`config.mk`:
```
export PLATFORM = sky130hd
export DESIGN_NAME = mem_port_arbiter
export DESIGN_NICKNAME = d
export VERILOG_FILES = /design/src/rtl/mem_port_arbiter.sv
export SDC_FILE = /design/constraint.sdc
export NUM_CORES = 1
export LEC_CHECK = 0
export ABC_AREA = 1
export BUFFER_PORTS_ARGS = -buffer_cell sky130_fd_sc_hd__buf_2
export CORE_ASPECT_RATIO = 0.9
export CORE_MARGIN = 2
export CORE_UTILIZATION = 45
export CTS_CLUSTER_SIZE = 12
export DETAILED_ROUTE_END_ITERATION = 8
export GPL_TIMING_DRIVEN = 0
export PLACE_DENSITY = 0.95
export SLEW_MARGIN = 20
export SYNTH_ARGS = -nofsm -noshare
export SYNTH_HDL_FRONTEND = slang
export SYNTH_SLANG_ARGS = --single-unit
export TNS_END_PERCENT = 20
```
`constraint.sdc`:
```
create_clock -name clk -period 2.09 [get_ports clk]
set_clock_uncertainty 0.15 [all_clocks]
set_input_delay 0 -clock clk [delete_from_list [all_inputs] [get_ports clk]]
set_output_delay 0 -clock clk [all_outputs]
set_load 0.05 [all_outputs]
```
`src/rtl/mem_port_arbiter.sv`:
```
// mem_port_arbiter: shares one single-port memory between the fetch stage
// (read-only) and the data stage (read/write). One request is granted at a
// time; each grant issues a single mem_en strobe, waits MEM_LAT cycles and
// returns one valid pulse to its owner.
// Optional feature macro: ARB_RR_EN (tie-break by alternating owners instead
// of fixed data-over-fetch priority).
module mem_port_arbiter #(
  parameter int MEM_LAT = 4  // mem_en cycle to mem_rdata valid, 1..15
) (
  input  logic        clk,
  input  logic        rst_n,
  input  logic        if_req_i,
  input  logic [15:0] if_addr_i,
  output logic [15:0] if_rdata_o,
  output logic        if_valid_o,
  input  logic        dm_req_i,
  input  logic        dm_wr_i,
  input  logic [15:0] dm_addr_i,
  input  logic [15:0] dm_wdata_i,
  output logic [15:0] dm_rdata_o,
  output logic        dm_valid_o,
  output logic        mem_en_o,
  output logic        mem_wr_o,
  output logic [15:0] mem_addr_o,
  output logic [15:0] mem_wdata_o,
  input  logic [15:0] mem_rdata_i,
  output logic        busy_o
);

  localparam int CW = $clog2(MEM_LAT + 1);

  typedef enum logic [1:0] {IDLE, ISSUE, WAIT, DONE} state_e;

  state_e          state_q, state_d;
  logic            owner_q, owner_d;      // 0 = fetch, 1 = data
  logic            wr_q, wr_d;
  logic [CW-1:0]   cnt_q, cnt_d;
  logic            mem_en_q, mem_en_d;
  logic            mem_wr_q, mem_wr_d;
  logic [15:0]     mem_addr_q, mem_addr_d;
  logic [15:0]     mem_wdata_q, mem_wdata_d;
  logic            grant_dm;              // winner of arbitration when in IDLE

`ifdef ARB_RR_EN
  logic            last_owner_q, last_owner_d;

  // Tie-break toward the requester that did not win last time
  always_comb begin
    grant_dm = dm_req_i;
    if (dm_req_i && if_req_i) grant_dm = ~last_owner_q;
  end

  // Remember the owner of every grant
  always_comb begin
    last_owner_d = last_owner_q;
    if (state_q == IDLE && (dm_req_i || if_req_i)) last_owner_d = grant_dm;
  end

  // Round-robin pointer register
  always_ff @(posedge clk or negedge rst_n) begin
    if (!rst_n) last_owner_q <= 1'b0;
    else        last_owner_q <= last_owner_d;
  end
`else
  // Fixed priority: the data stage holds the older instruction
  always_comb grant_dm = dm_req_i;
`endif

  // Next-state and issue logic; request fields are captured only in IDLE so
  // a requester changing them while pending has no effect
  always_comb begin
    state_d     = state_q;
    owner_d     = owner_q;
    wr_d        = wr_q;
    cnt_d       = cnt_q;
    mem_en_d    = 1'b0;
    mem_wr_d    = 1'b0;
    mem_addr_d  = 16'h0000;
    mem_wdata_d = 16'h0000;
    case (state_q)
      IDLE: begin
        if (dm_req_i || if_req_i) begin
          owner_d     = grant_dm;
          wr_d        = grant_dm & dm_wr_i;
          mem_en_d    = 1'b1;
          mem_wr_d    = grant_dm & dm_wr_i;
          mem_addr_d  = grant_dm ? dm_addr_i : if_addr_i;
          mem_wdata_d = (grant_dm && dm_wr_i) ? dm_wdata_i : 16'h0000;
          state_d     = ISSUE;
        end
      end
      ISSUE: begin
        cnt_d   = CW'(MEM_LAT - 1);
        state_d = (MEM_LAT > 1) ? WAIT : DONE;
      end
      WAIT: begin
        cnt_d = cnt_q - CW'(1);
        if (cnt_q <= CW'(1)) state_d = DONE;
      end
      DONE: state_d = IDLE;  // requests are ignored here
      default: state_d = IDLE;
    endcase
  end

  // State and captured-request registers; reset abandons any access
  always_ff @(posedge clk or negedge rst_n) begin
    if (!rst_n) begin
      state_q     <= IDLE;
      owner_q     <= 1'b0;
      wr_q        <= 1'b0;
      cnt_q       <= '0;
      mem_en_q    <= 1'b0;
      mem_wr_q    <= 1'b0;
      mem_addr_q  <= 16'h0000;
      mem_wdata_q <= 16'h0000;
    end else begin
      state_q     <= state_d;
      owner_q     <= owner_d;
      wr_q        <= wr_d;
      cnt_q       <= cnt_d;
      mem_en_q    <= mem_en_d;
      mem_wr_q    <= mem_wr_d;
      mem_addr_q  <= mem_addr_d;
      mem_wdata_q <= mem_wdata_d;
    end
  end

  // Completion pulses and read data steering; data is zero unless valid
  always_comb begin
    if_valid_o  = (state_q == DONE) && !owner_q;
    dm_valid_o  = (state_q == DONE) && owner_q;
    if_rdata_o  = if_valid_o ? mem_rdata_i : 16'h0000;
    dm_rdata_o  = (dm_valid_o && !wr_q) ? mem_rdata_i : 16'h0000;
    busy_o      = (state_q != IDLE);
    mem_en_o    = mem_en_q;
    mem_wr_o    = mem_wr_q;
    mem_addr_o  = mem_addr_q;
    mem_wdata_o = mem_wdata_q;
  end

endmodule
```
======== Word-level counts from Yosys, hierarchy flattened ========
Cells that the tools add are included.
Widths: inputs -> output; s select.
cells by class
  add/subtract/negate cells ............... 1
  $mul .................................... 0
  divide/modulo/power cells ............... 0
  magnitude comparators ................... 1
  eq/ne operators ......................... 5
  shift operators ......................... 0
  mux-type cells .......................... 16
  bitwise logic cells ..................... 1
  reductions and logical operators ........ 12
operators by type and width
  cell                 count
  $mux 16              8
  $pmux 2 s4           1
  $pmux 3 s2           1
  $eq 2x2->1 const B   2
  $logic_and 1x1->1    4
  $mux 1               4
  $mux 2               2
  $ne 2x2->1 const B   2
  $reduce_and 2->1     2
  $reduce_bool 2->1    2
  $le 3x1->1 const B   1
  $sub 3x1->3 const B  1
  $eq 2x1->1 const B   1
  $logic_not 1->1      2
  $logic_not 2->1      1
  $and 1x1->1          1
  $logic_or 1x1->1     1
word-level totals
  bits in registers ....................... 41
  bits in latches ......................... 0
  bits in writable memories ............... 0
  memory bits (read-only) ................. 0
  input port bits ......................... 69
  output and inout bits ................... 69
  logic and storage cells ................. 44
  memories kept ........................... 0

======== Logic depth before layout (Yosys ltp) ========
  depth after elaboration ................. 4
  mapped depth ............................ 7
  gate-level depth less buffers ........... 7

======== Worst setup path before layout ========
Ideal clock, no wire load.
  path kind ............................... register -> output
  start point ............................. register state_q[1]
  end point ............................... output port dm_rdata_o[10]
  data arrival time ....................... 1.981 ns
  data required time ...................... 1.940 ns
  slack ................................... -0.041 ns
  cell stages (with the launch flop) ...... 7
  buffers on the path ..................... 1
  cells stage by stage .................... dfrtp_1 > ha_1 > nand2_1 > inv_1 > nand2_1 > buf_2 > nor2_1
on the way
  longest elaborated chain between the ends .. 4
RTL lines
  what                    line  source
  from (decl)             34    state_e state_q, state_d;
  from (signal assigned)  117   state_q <= state_d;
  $eq 2x2->1              131   dm_valid_o = (state_q == DONE) && owner_q;
  $logic_and 1x1->1       131
  named net dm_valid_o    21    output logic dm_valid_o,
  $logic_and 1x1->1       133   dm_rdata_o = (dm_valid_o && !wr_q) ? mem_rdata_i : 16'h0000;
  $mux 16                 133
  to (decl)               20    output logic [15:0] dm_rdata_o,
The timed path passes the listed nets, and every way through them passes these cells.

======== Worst setup path in the final report ========
  start point ............................. register state_q[1]
  end point ............................... output port dm_rdata_o[13]
on the way
  longest elaborated chain between the ends .. 4
RTL lines
  what               line
  $eq 2x2->1         131
  $logic_and 1x1->1  131
  $logic_and 1x1->1  133
  $mux 16            133
Every way passes these cells.

==> run summary <==
- DRC viols: 0
- GRT overflow: 0
- final slew viol count: 0
- RSZ-0062 raised after global routing: false
- worst min-delay path class: in -> reg
- instance area after placement: 2789 um^2
- fraction of final layout cells with drive strength greater than 1: 0.4316
- peak clock frequency supported by timing: 492.9 MHz
- Clk pin slew, worst setup/hold paths: 0.08 ns
- DR WL/cell: 15.88 um
- H-tree depth: 2
- Worst-Margin Slew: 0.8855 ns
- list of most frequent post-synthesis cells: inv_1 (58), dfrtp_1 (41), nor2_1 (41)
- post-DP HPWL: 3.797 mm
- post-CTS setup repair buffer count: 0
- number of enable-type register cells in the synthesized netlist: 0
- Min-Delay Path Depth: 5
- Worst Reg-to-Reg Cells: 5
- clock latency reported for the late side of the worst-skew pair: 0.29 ns
- average cell area after synthesis: 9.147 um^2
- number of hold violations in the final report: 0
- CTS Root Buffer Type: clkbuf_8
- Total GRT Usage: 0.3031
- crit start category: flop
- filler cell count: 230
- final RePlAce weighted congestion: 0.8172
- row count: 23
- Inserted Clock Buffers: 5
- number of buffers inserted by port buffering: 136
- Synth Register Bits: 41
- fraction of the core area covered by cells at the end of the flow: 0.7965
- total number of nets in the final design: 497
- Power Total: 0.003802 W
- die width: 74.81 um
- Synth area leaders: dfrtp_1 (51%), inv_1 (11%), nor2_1 (7.6%), mux2_4 (5.9%), nand2_1 (5.4%)
- kind of end point of the critical path: output pin
- die area: 5067 um^2
- count of pins on the block boundary: 138
- clock buffer depth: 2
- average via count per standard cell: 4.731
- net count of the mapped netlist: 296
- number of distinct standard cells referenced by the synthesized netlist: 22
- Seq/Total Area, Yosys: 0.5052
- pwr dens: 1084 nW/um^2
- Initial Utilization: 0.4612
- library cell occupying the most area in the post-synthesis netlist: dfrtp_1
- height of the chip: 67.73 um
- FF-to-FF setup slack: 0.12 ns
- initial antenna violation count: 1
- Routed Antenna Nets: 0
- async set-reset flop share out of synthesis: 1.000
- final hold slack: 0.07653 ns
- pin count of the biggest net entering global routing: 42
- final wirelength: 7.732 mm
- clock tree from TritonCTS: done
- area share of the largest cell type after synthesis: 0.5052
- Crit Path Category: reg -> out
- synthesis warning total: 0
- layout overhead on the synthesized area: 72.70%
- most repeated cell in the gate-level netlist after synthesis: inv_1
- count of final setup violators: 0
- CTS sink count: 41
- outcome: complete, no violations
- data arrival time of the worst path: 1.88 ns
- max-cap violation count: 0
- netlist area before placement: 2031 um^2
- number of global-route vias before repair: 2328
- iteration-0 DRC count of the detailed router: 236
- Gate Count Post-Synth: 222
- final worst path period need: 2.029 ns
- biggest fanout along the worst timing path: 10
- post-route fraction of the period consumed by the critical path: 0.9708
- global-route wire length before repair: 11.22 mm
- largest voltage drop on the vdd net: 0.5970 mV
- Final Instance Area: 3507 um^2
- core region area: 4403 um^2
- leakage component of the power: 2.249 nW
- most used flip-flop cell after synthesis: dfrtp_1
- vias after detailed routing: 2304
- number of detailed-routing iterations run before antenna repair: 4
- Worst slew margin: 0.4096
- Critical Path RT: 1.94 ns
critical path, stage by stage (launching register included):
cell,delay (ns)
dfrtp_1,0.45
ha_1,0.21
nand2_1,0.06
inv_1,0.08
nand2_1,0.17
buf_2,0.24
nor2_1,0.13
clkbuf_4,0.24
path summary, 6_finish.rpt:
kind | start | to
max | state_q[1] | dm_rdata_o[13]
min | dm_req_i | state_q[0]
max reg2reg | state_q[0] | mem_wdata_o[0]
max in group asynchronous | rst_n | mem_wdata_o[10]
min in group asynchronous | rst_n | mem_addr_o[10]
min reg2reg | state_q[0] | state_q[0]
power by group:
part	switching [W]	total [W]	leakage [nW]	internal [W]
Sequential	0.0000880	0.00105	0.546	0.000964
Clock	0.000281	0.000670	0.0574	0.000389
Combinational	0.00151	0.00208	1.65	0.000569
registers in the layout (all words and copies together), names as in the netlist:
register     count
cnt_q            3
mem_addr_o      16
mem_en_o         1
mem_wdata_o     16
mem_wr_o         1
owner_q          1
state_q          2
wr_q             1
repair_timing:
action	4_1_cts	5_1_grt
endpoints found under the setup margin	0	9
resized for setup	0	6
hold buffers	58	0
endpoints found under the hold margin	76	0
per-stage QoR:
stage / worst slack, ns / TNS, ns / instances
finish: 0.06107 / 0 / 487
global route: 0.004077 / 0 / 487
CTS: 0.2026 / 0 / 486
detailed placement: 0.5272 / 0 / 420
global placement: 0.5503 / 0 / 420
floorplan: -0.04050 / -0.4050 / 222
placed cells by master (no fill, tap or decap), drive strengths merged, types with 4 or more instances in the layout:
| cell | instances |
|---|---|
| buf | 137 |
| clkbuf | 11 |
| dfrtp | 41 |
| dlygate4sd3 | 58 |
| ha | 5 |
| inv | 60 |
| mux2 | 16 |
| nand2 | 30 |
| nand3 | 5 |
| nor2 | 52 |
| o21ai | 4 |
metal layers:
| metal | vias to the layer above | global-route usage | routed length, um |
|---|---|---|---|
| met1 | 1073 | 0.3147 | 2664 |
| met2 | 152 | 0.5498 | 4086 |
| met3 | 44 | 0.08507 | 607 |
| li1 | 1035 | - | - |
| met5 | - | 0 | 0 |
| met4 | 0 | 0.1652 | 374 |
cell type report:
type                            instances  area (um^2)  share of cell area
Inverter                               60        225.2             0.06422
Clock inverter                          2        37.54             0.01070
Buffer                                  6        67.56             0.01927
Antenna cell                            1        2.502           0.0007135
Sequential cell                        41         1026              0.2925
Timing Repair Buffer                  194         1274              0.3632
Multi-Input combinational cell        115        714.4              0.2037
Clock buffer                            6        82.58             0.02355
Tap cell                               62        77.57             0.02212
cell families (layout without fill, tap and decap cells):
logic type      after synthesis  count (layout)  share of synthesized area
simple gates                 88              88                     0.1996
buf+inv                      66             268                     0.1442
flops                        41              41                     0.5052
mux                          16              16                     0.1035
fa+ha+maj                     5               5                    0.03081
compound gates                5               5                    0.01232
xor+xnor                      1               1                   0.004314
other cells                   0               1                          0
Power figures use the tool's default switching activity.
